<file path="config.mk">
export PLATFORM = sky130hd
export DESIGN_NAME = al_clk_set_ctrl
export DESIGN_NICKNAME = d
export VERILOG_FILES = /design/src/rtl/al_clk_set_ctrl.sv
export SDC_FILE = /design/constraint.sdc
export NUM_CORES = 1
export LEC_CHECK = 0
export ABC_AREA = 1
export BUFFER_PORTS_ARGS = -buffer_cell sky130_fd_sc_hd__buf_4
export CORE_MARGIN = 1.5
export CORE_UTILIZATION = 59
export CTS_BUF_LIST = sky130_fd_sc_hd__clkbuf_8
export DETAILED_ROUTE_END_ITERATION = 10
export PLACE_DENSITY_LB_ADDON = 0.2
export SYNTH_ARGS = -nofsm -noshare
export SYNTH_HDL_FRONTEND = slang
export SYNTH_SLANG_ARGS = --single-unit
</file>
<file path="constraint.sdc">
create_clock -name i_clk -period 4.3 [get_ports i_clk]
set_input_delay 0.86 -clock i_clk [delete_from_list [all_inputs] [get_ports i_clk]]
set_output_delay 0.86 -clock i_clk [all_outputs]
set_load 0.02 [all_outputs]
</file>
<file path="src/rtl/al_clk_set_ctrl.sv">
// al_clk_set_ctrl: keypad time-entry controller for the alarm clock.
// Collects up to four BCD digits, validates them as HH:MM on a set key and
// issues a one-cycle load strobe to the clock counter or the alarm register.
//
// Ports:
//   i_clk           system clock
//   i_reset         synchronous, active-high reset
//   i_key_valid     single-cycle strobe qualifying i_key_code
//   i_key_code      0-9 digit, A set-time, B set-alarm, C cancel, D-F ignored
//   i_one_second    single-cycle tick, once per second
//   i_current_time  running BCD HH:MM from the clock counter
//   o_time_out      committed BCD value (counter time_in / alarm data)
//   o_load_new_time one-cycle load strobe to the clock counter
//   o_load_alarm    one-cycle load strobe to the alarm register
//   o_display_time  value to display: keys being entered, else running time
//   o_show_keys     high while an entry is in progress
//   o_entry_error   one-cycle strobe on a rejected commit
module al_clk_set_ctrl #(
    parameter int unsigned TIMEOUT_TICKS = 10
) (
    input  logic        i_clk,
    input  logic        i_reset,
    input  logic        i_key_valid,
    input  logic [3:0]  i_key_code,
    input  logic        i_one_second,
    input  logic [15:0] i_current_time,
    output logic [15:0] o_time_out,
    output logic        o_load_new_time,
    output logic        o_load_alarm,
    output logic [15:0] o_display_time,
    output logic        o_show_keys,
    output logic        o_entry_error
);

    typedef enum logic [1:0] {StIdle, StEntry, StLoadTime, StLoadAlarm} state_e;

    // Tick count at which the next tick expires the entry.
    localparam logic [7:0] TimeoutLast = 8'(TIMEOUT_TICKS - 1);

    state_e      r_state, w_state_d;
    logic [15:0] r_key_buffer, w_key_buffer_d;
    logic [2:0]  r_digit_cnt, w_digit_cnt_d;
    logic [7:0]  r_timeout_cnt, w_timeout_cnt_d;
    logic [15:0] r_time_out, w_time_out_d;
    logic        r_load_new_time, r_load_alarm, r_entry_error, r_show_keys;
    logic        w_entry_error_d;

    logic w_is_digit, w_is_set_time, w_is_set_alarm, w_is_cancel, w_valid;
    logic [3:0] w_h1, w_h0, w_m1, w_m0;

    assign w_is_digit     = (i_key_code <= 4'd9);
    assign w_is_set_time  = (i_key_code == 4'hA);
    assign w_is_set_alarm = (i_key_code == 4'hB);
    assign w_is_cancel    = (i_key_code == 4'hC);

    assign w_h1 = r_key_buffer[15:12];
    assign w_h0 = r_key_buffer[11:8];
    assign w_m1 = r_key_buffer[7:4];
    assign w_m0 = r_key_buffer[3:0];

    assign w_valid = (r_digit_cnt == 3'd4) && (w_h1 <= 4'd2) && (w_h0 <= 4'd9) &&
                     !((w_h1 == 4'd2) && (w_h0 > 4'd3)) &&
                     (w_m1 <= 4'd5) && (w_m0 <= 4'd9);

    always_comb begin
        w_state_d       = r_state;
        w_key_buffer_d  = r_key_buffer;
        w_digit_cnt_d   = r_digit_cnt;
        w_timeout_cnt_d = r_timeout_cnt;
        w_time_out_d    = r_time_out;
        w_entry_error_d = 1'b0;
        case (r_state)
            StIdle: begin
                if (i_key_valid && w_is_digit) begin
                    w_state_d       = StEntry;
                    w_key_buffer_d  = {12'h000, i_key_code};
                    w_digit_cnt_d   = 3'd1;
                    w_timeout_cnt_d = 8'd0;
                end
            end
            StEntry: begin
                // A key press takes priority over a coincident one_second tick.
                if (i_key_valid) begin
                    w_timeout_cnt_d = 8'd0;
                    if (w_is_digit) begin
                        w_key_buffer_d = {r_key_buffer[11:0], i_key_code};
                        if (r_digit_cnt != 3'd4) begin
                            w_digit_cnt_d = r_digit_cnt + 3'd1;
                        end
                    end else if (w_is_cancel) begin
                        w_state_d      = StIdle;
                        w_key_buffer_d = 16'h0000;
                        w_digit_cnt_d  = 3'd0;
                    end else if (w_is_set_time || w_is_set_alarm) begin
                        if (w_valid) begin
                            w_time_out_d = r_key_buffer;
                            w_state_d    = w_is_set_time ? StLoadTime : StLoadAlarm;
                        end else begin
                            w_entry_error_d = 1'b1;
                            w_state_d       = StIdle;
                            w_key_buffer_d  = 16'h0000;
                            w_digit_cnt_d   = 3'd0;
                        end
                    end
                end else if (i_one_second) begin
                    if (r_timeout_cnt == TimeoutLast) begin
                        w_state_d       = StIdle;
                        w_key_buffer_d  = 16'h0000;
                        w_digit_cnt_d   = 3'd0;
                        w_timeout_cnt_d = 8'd0;
                    end else begin
                        w_timeout_cnt_d = r_timeout_cnt + 8'd1;
                    end
                end
            end
            StLoadTime, StLoadAlarm: begin
                // Keys arriving here are dropped.
                w_state_d       = StIdle;
                w_key_buffer_d  = 16'h0000;
                w_digit_cnt_d   = 3'd0;
                w_timeout_cnt_d = 8'd0;
            end
            default: begin
                w_state_d = StIdle;
            end
        endcase
    end

    always_ff @(posedge i_clk) begin
        if (i_reset) begin
            r_state         <= StIdle;
            r_key_buffer    <= 16'h0000;
            r_digit_cnt     <= 3'd0;
            r_timeout_cnt   <= 8'd0;
            r_time_out      <= 16'h0000;
            r_load_new_time <= 1'b0;
            r_load_alarm    <= 1'b0;
            r_entry_error   <= 1'b0;
            r_show_keys     <= 1'b0;
        end else begin
            r_state         <= w_state_d;
            r_key_buffer    <= w_key_buffer_d;
            r_digit_cnt     <= w_digit_cnt_d;
            r_timeout_cnt   <= w_timeout_cnt_d;
            r_time_out      <= w_time_out_d;
            // Strobes are high exactly while the FSM sits in the matching load state.
            r_load_new_time <= (w_state_d == StLoadTime);
            r_load_alarm    <= (w_state_d == StLoadAlarm);
            r_entry_error   <= w_entry_error_d;
            r_show_keys     <= (w_state_d == StEntry);
        end
    end

    assign o_time_out      = r_time_out;
    assign o_load_new_time = r_load_new_time;
    assign o_load_alarm    = r_load_alarm;
    assign o_entry_error   = r_entry_error;
    assign o_show_keys     = r_show_keys;
    assign o_display_time  = (r_state == StEntry) ? r_key_buffer : i_current_time;

endmodule

</file>
# [Word level (Yosys, flattened, before mapping)]
# Index checks and enable logic that the tools add are counted.
[totals] register_bits=49 input_bits=24 output_inout_bits=36 word_cells=93
[op_classes] n_addsub=2 order_cmp=6 eq_ne=19 mux=36 bitwise_logic=5 n_reduce_logical=16
[ops] operator="$mux W16" n=9
[ops] operator="$pmux W16 S3" n=1
[ops] operator="$mux W8" n=4
[ops] operator="$mux W3" n=9
[ops] operator="$pmux W8 S3" n=1
[ops] operator="$mux W2" n=8
[ops] operator="$eq A4 B4 Y1 const B" n=3
[ops] operator="$le A4 B4 Y1 const B" n=3
[ops] operator="$reduce_and A6 Y1" n=2
[ops] operator="$ne A5 B5 Y1 const B" n=2
[ops] operator="$ne A3 B3 Y1 const B" n=3
[ops] operator="$pmux W3 S3" n=1
[ops] operator="$add A8 B1 Y8 const B" n=1
[ops] operator="$eq A2 B2 Y1 const B" n=4
[ops] operator="$eq A8 B4 Y1 const B" n=1
[ops] operator="$logic_and A1 B1 Y1" n=7
[ops] operator="$pmux W2 S3" n=1
[ops] operator="$reduce_or A6 Y1" n=1
[ops] operator="$not A1 Y1" n=5
[ops] operator="$reduce_and A5 Y1" n=1
[ops] operator="$eq A2 B1 Y1 const B" n=2
[ops] operator="$eq A4 B2 Y1 const B" n=1
[ops] operator="$gt A4 B2 Y1 const B" n=1
[ops] operator="$le A4 B2 Y1 const B" n=1
[ops] operator="other kinds (11)" n=12

# [Longest topological paths before layout]
# Gate-level depths: netlist (run 1).
[depth] word_depth=13 mapped_depth=14 mapped_depth_nobuf=14

# [Worst setup path before layout (run 1)]
# No wires, ideal clock.
[synth_path] path_kind="register to output" start="register r_state[0]" end="output port o_display_time[0]" arrival_time_ns=1.177 t_required_ns=3.440 setup_slack_ns=2.263 stages_incl_launch_ff=4 path_buffers=1 path_cell_list="dfxtp_1 -> nand2_2 -> clkbuf_1 -> o21ai_0"
[synth_between] elab_chain_cells=2
[synth_lines] item="start, declared" line="40" text="state_e r_state, w_state_d;"
[synth_lines] item="start signal, assigned" line="131" text="r_state <= StIdle;"
[synth_lines] item="start signal, assigned" line="141" text="r_state <= w_state_d;"
[synth_lines] item="$eq A2 B1 Y1" line="159" text="assign o_display_time = (r_state == StEntry) ? r_key_buffer : i_current_time;"
[synth_lines] item="$mux W16" line="159"
[synth_lines] item="end, declared" line="30" text="output logic [15:0] o_display_time,"
# No other way between the ends.

# [Final worst setup path (run 1)]
[layout_path] start="register r_state[0]" end="output port o_display_time[15]"
# Same word-level chain as after synthesis.

==> results.py, run 1 <==
metrics = {
    "setup_path": {
        "path_buf_inv": 2,
        "cpMostUsedCell": "nand2_1",
        "ff2ff_setup_slack_ps": 2160,
        "worst_r2r_path_depth": 11,
        "cpPeakStageDelay_ps": 410,
        "r2r_end": "r_key_buffer[3]",
        "crit_type": "register to output pin",
        "cp_max_fo": 36,
        "r2r-start": "r_state[1]",
        "cpLargestDelayFamily": "simple AND/OR/NAND/NOR gates",
        "cp-start-kind": "register",
        "path_cells": "nand2_2 -> inv_2 -> nand2_1 -> nand2_1 -> buf_4",
        "critPathRequiredTime_ps": 3440,
        "crit_slowest_cell": "dfxtp_1",
        "cp.arrival_ps": 1760,
        "critPathCaptureType": "output pin",
    },
    "synth": {
        "synth_warnings": 0,
        "synth_seq_cells": 49,
        "syn_avg_cell_area_um2": 6.91,
        "synth_cell_type_count": 26,
        "synth_cells": 340,
        "synth_area_leader_cell": "dfxtp_1",
        "synth_top_area_share": 0.417,
        "synth_area_um2": 2350,
        "seq_area_frac_synth": 0.417,
        "synthTopCellsByArea": "dfxtp_1 (42%), nand2_1 (13%), a21oi_1 (7.7%), o21ai_0 (6.6%), inv_1 (6.2%)",
        "synth_nets": 368,
    },
    "clock_tree": {
        "cts-buffers-inserted": 5,
        "clk_pin_slew_ps": 90,
        "root_buffer": "clkbuf_8",
        "holdBufCountCts": 0,
        "cts_tree": "built",
        "htreeDepth": 2,
        "clock_latency_ps": 310,
        "cts_max_path_buffers": 2,
        "ctsResizeCount": 0,
        "cts.sinks": 49,
        "cts_setup_buffers": 0,
    },
    "grt": {
        "gr-total-overflow": 0,
        "grt_first_pass_wirelength_mm": 9.06,
        "track_usage": 0.273,
        "grt_max_degree": 37,
        "antenna_found_initial": 0,
        "grt_pass1_vias": 2057,
    },
    "final_layout": {
        "syn_to_final_growth_pct": 22.6,
        "antenna_cells": 0,
        "design_area_um2": 2880,
        "nNetsFinal": 422,
        "layout-drive-gt1-share": 0.220,
        "most-common-layout-cells": "nand2_1 (79), buf_4 (59), dfxtp_1 (49)",
        "layout_commonest_cell": "nand2_1",
    },
    "flow_run": {
        "drv_cap": 0,
    },
    "sta": {
        "timing.fmax_mhz": 382,
        "finalHoldViolCount": 0,
        "fin_crit_sh": 0.609,
        "setup_viol": 0,
        "relSlewSlack": 0.572,
        "holdWs_ps": 473,
        "tightestPinTransition_ps": 641,
        "worst_slack_ps": 1680,
        "final.setup.tns_ps": 0,
        "final_max_slew_viol_count": 0,
        "fin_worst_skew_ps": 8.81,
        "rsz0062_at_grt": "no",
        "min_period_ps": 2620,
    },
    "power_and_ir_drop": {
        "vdd.ir_drop.worst_uv": 298,
        "leakagePower_nw": 1.33,
        "p_per_area_nw_per_um2": 314,
    },
    "floorplanning": {
        "io-pin-count": 60,
        "initial_utilization": 0.628,
        "die_y_um": 66.1,
        "die_w_um": 66.1,
        "core_area_um2": 3740,
        "die-area_um2": 4370,
        "rows": 22,
    },
    "detailed_routing": {
        "via_per_inst": 5.25,
        "first_pass_iters": 4,
        "first_iter_violations": 207,
        "vias": 2325,
        "drc": 0,
        "finalWirelength_mm": 5.60,
        "ant_nets": 0,
        "avgRoutedWirePerCell_um": 12.6,
    },
    "hold_path": {
        "hold_path_end": "o_time_out[14]",
        "min_path_type": "register to register",
        "hold_start": "o_time_out[14]",
        "whs_path_depth": 2,
    },
    "placed_design": {
        "io_buffers": 59,
        "gp_congestion": 0.849,
        "place_ws_ps": 2020,
        "dp_hpwl_mm": 4.14,
        "post_dp_cell_area_um2": 2800,
    },
    "run_status": {
        "status": "finished, final reports clean",
    },
}
-- synth_stat cells --
| master | count |
|---|---|
| a21oi_1 | 36 |
| and3_1 | 1 |
| buf_2 | 1 |
| buf_4 | 1 |
| buf_6 | 1 |
| clkbuf_1 | 9 |
| dfxtp_1 | 49 |
| ha_1 | 4 |
| inv_1 | 39 |
| inv_2 | 5 |
| nand2_1 | 79 |
| nand2_2 | 5 |
| nand2_4 | 2 |
| nand3_1 | 23 |
| nand4_1 | 7 |
| nor2_1 | 30 |
| nor2_2 | 1 |
| nor2_4 | 3 |
| nor2_8 | 1 |
| nor3_1 | 2 |
| nor3b_1 | 1 |
| o21ai_0 | 31 |
| o21ai_1 | 5 |
| o21ai_2 | 1 |
| or2_2 | 2 |
| xor2_1 | 1 |
-- power breakdown --
| group | internal, mW | switching (mW) | leakage, nW | total [mW] |
|---|---|---|---|---|
| clock | 0.112 | 0.158 | 0.0439 | 0.270 |
| sequential | 0.464 | 0.00934 | 0.397 | 0.473 |
| combinational | 0.0607 | 0.101 | 0.886 | 0.162 |
| total | 0.637 | 0.268 | 1.33 | 0.905 |
-- worst max path at each step --
stage	from	end	slack, ps	cells after the start
6_report	r_state[0]	o_display_time[15]	1680	5
4_1_cts	r_state[0]	o_display_time[15]	1670	5
3_5_place_dp	r_state[0]	o_display_time[15]	2020	5
5_1_grt	r_state[0]	o_display_time[15]	1520	5
3_3_place_gp	r_state[0]	o_display_time[15]	2040	5
2_1_floorplan	r_state[0]	o_display_time[0]	2260	3
-- tightest hold or removal path: stages (launching register included) --
cell and delay, ps:
dfxtp_1 320, nand3_1 80, inv_1 40
-- registers in the layout (all words and copies together) (netlist names) --
name	cells
o_entry_error	1
o_load_alarm	1
r_key_buffer	16
o_show_keys	1
r_digit_cnt	3
r_timeout_cnt	8
r_state	2
o_time_out	16
o_load_new_time	1
-- routing by layer --
layer,GRT usage,wire (um),up-vias
met5,0,0,-
met2,0.439,2760,69
met4,0.128,146,0
met3,0.0511,276,16
li1,-,-,1199
met1,0.352,2420,1041
-- cell type report --
type                            count  area (um^2)
Multi-Input combinational cell    235         1150
Sequential cell                    49          981
Fill cell                         305          862
Timing Repair Buffer               59          443
Inverter                           44          165
Clock buffer                        5         68.8
Tap cell                           48         60.1
Clock inverter                      3         17.5
-- logic make-up after synthesis --
group | Yosys count | synth area share
buffers and inverters | 56 | 0.0948
adders and majority gates | 4 | 0.0213
xor gates and xnor gates | 1 | 0.00373
DFF | 49 | 0.417
AOI/OAI and AO/OA | 73 | 0.157
and+or+nand+nor | 157 | 0.306
-- through the flow --
| stage | utilization | cells | power (mW) |
|---|---|---|---|
| 2_1_floorplan | - | 340 | 0.588 |
| 3_3_place_gp | 0.747 | 435 | 0.642 |
| 3_5_place_dp | 0.747 | 435 | 0.645 |
| 4_1_cts | 0.770 | 443 | 0.908 |
| 5_1_grt | 0.770 | 443 | 0.947 |
| 6_report | 0.770 | 443 | 0.905 |
Power figures use the tool's default switching activity.
==> run 2: changes to the inputs <==
- CORE_UTILIZATION: 59 -> 49
- clock period: 4.3 -> 2.2 ns (I/O delays scaled with it)
==> run 2 against run 1 <==
Against the previous run: utilization fell by 14 points; flip-flop and latch count did not move; final area rose by 1.6%; clock power rose by 110%; clock skew barely moved; largest power group unchanged; first-iteration DRC count fell by 21%; via count rose by 0.34%; die area rose by 19%; critical path depth fell by 1; register-to-register slack got worse by 1800 ps.
==> results.py, run 2 (synthesized netlist as in run 1, its figures left out) <==
metrics = {
    "detailed_routing": {
        "via_per_inst": 5.16,
        "ant_nets": 0,
        "drc": 0,
        "avgRoutedWirePerCell_um": 12.2,
        "first_pass_iters": 5,
        "first_iter_violations": 163,
        "finalWirelength_mm": 5.51,
        "vias": 2333,
    },
    "clock_tree": {
        "ctsResizeCount": 0,
        "clk_pin_slew_ps": 90,
        "htreeDepth": 2,
        "root_buffer": "clkbuf_8",
        "clock_latency_ps": 310,
        "cts_setup_buffers": 0,
        "cts_max_path_buffers": 2,
        "holdBufCountCts": 0,
        "cts_tree": "built",
        "cts-buffers-inserted": 5,
        "cts.sinks": 49,
    },
    "final_layout": {
        "antenna_cells": 0,
        "fin_cells": 452,
        "fin_util": 0.628,
        "most-common-layout-cells": "nand2_1 (79), buf_4 (62), dfxtp_1 (49)",
        "layout_commonest_cell": "nand2_1",
        "nNetsFinal": 425,
        "design_area_um2": 2930,
        "syn_to_final_growth_pct": 24.5,
        "layout-drive-gt1-share": 0.226,
    },
    "sta": {
        "setup_viol": 0,
        "finalHoldViolCount": 0,
        "timing.fmax_mhz": 503,
        "final.setup.tns_ps": 0,
        "rsz0062_at_grt": "no",
        "fin_crit_sh": 0.904,
        "fin_worst_skew_ps": 8.70,
        "worst_slack_ps": 211,
        "final_max_slew_viol_count": 0,
        "relSlewSlack": 0.664,
        "min_period_ps": 1990,
        "tightestPinTransition_ps": 502,
    },
    "grt": {
        "grt_max_degree": 28,
        "gr-total-overflow": 0,
        "track_usage": 0.220,
        "antenna_found_initial": 0,
        "grt_pass1_vias": 2077,
        "grt_first_pass_wirelength_mm": 9.10,
    },
    "setup_path": {
        "cp_max_fo": 27,
        "ff2ff_setup_slack_ps": 390,
        "critPathRequiredTime_ps": 1760,
        "cp.arrival_ps": 1550,
        "worst_r2r_path_depth": 10,
        "crit_type": "register to output pin",
        "r2r-start": "r_digit_cnt[0]",
        "critPathCaptureType": "output pin",
        "r2r_end": "o_time_out[4]",
        "cp-start-kind": "register",
    },
    "placed_design": {
        "post_dp_cell_area_um2": 2830,
        "dp_hpwl_mm": 4.02,
        "place_ws_ps": 335,
        "io_buffers": 59,
        "dp_cells": 444,
        "gp_congestion": 0.901,
    },
    "hold_path": {
        "hold_path_end": "r_key_buffer[15]",
        "hold_start": "i_reset",
        "min_path_type": "primary input to register",
        "whs_path_depth": 2,
    },
    "floorplanning": {
        "die_y_um": 72.3,
        "rows": 25,
        "initial_utilization": 0.504,
        "io-pin-count": 60,
        "die_w_um": 72.3,
        "core_area_um2": 4660,
        "die-area_um2": 5220,
    },
    "power_and_ir_drop": {
        "leakagePower_nw": 1.35,
        "vdd.ir_drop.worst_uv": 367,
        "p_per_area_nw_per_um2": 624,
    },
    "flow_run": {
        "drv_cap": 0,
    },
    "run_status": {
        "status": "finished, final reports clean",
    },
}
## run 2: changes by cell type in the layout (fill, tap and decap cells not counted), sizes merged
cell / previous run / this run
clkinvlp: 1 / 0
buf: 59 / 62
clkbuf: 5 / 7
clkinv: 2 / 1
## run 2: cell type report
type | instances | area, um^2
Fill cell | 442 | 1730
Sequential cell | 49 | 981
Timing Repair Buffer | 62 | 465
Clock buffer | 7 | 96.3
Inverter | 44 | 165
Clock inverter | 1 | 5.00
Tap cell | 54 | 67.6
Multi-Input combinational cell | 235 | 1150
## run 2: worst max-delay path, cell delays in order (launching register included)
cell,delay [ps]
dfxtp_1,420
nand2_2,190
buf_4,260
o21ai_0,200
buf_4,180
## run 2: stage by stage
stage | hold WS (ps) | total power [mW]
finish | 462 | 1.83
global route | 474 | 1.91
CTS | 465 | 1.84
detailed placement | 450 | 1.27
global placement | 451 | 1.26
floorplan | 439 | 1.15
## run 2: layer usage
layer,track usage,wire length [um],vias up
met5,0,0,-
met4,0.0734,87,0
met3,0.0472,231,8
met2,0.359,2580,59
met1,0.292,2620,1065
li1,-,-,1201
## run 2: how the worst max path moves through the flow
stage,slack (ps),depth (start not counted),to,start
after CTS,200,6,o_display_time[0],r_state[1]
after global routing,60,6,o_display_time[8],r_state[1]
after global placement,430,9,o_time_out[7],i_key_code[2]
after floorplan,580,3,o_display_time[0],r_state[0]
after detailed placement,330,9,o_time_out[14],i_key_code[2]
final,210,4,o_display_time[0],r_state[0]
## run 2: power by group
part / switching (mW) / internal (mW)
Clock: 0.295 / 0.284
Sequential: 0.0188 / 0.906
Combinational: 0.200 / 0.123
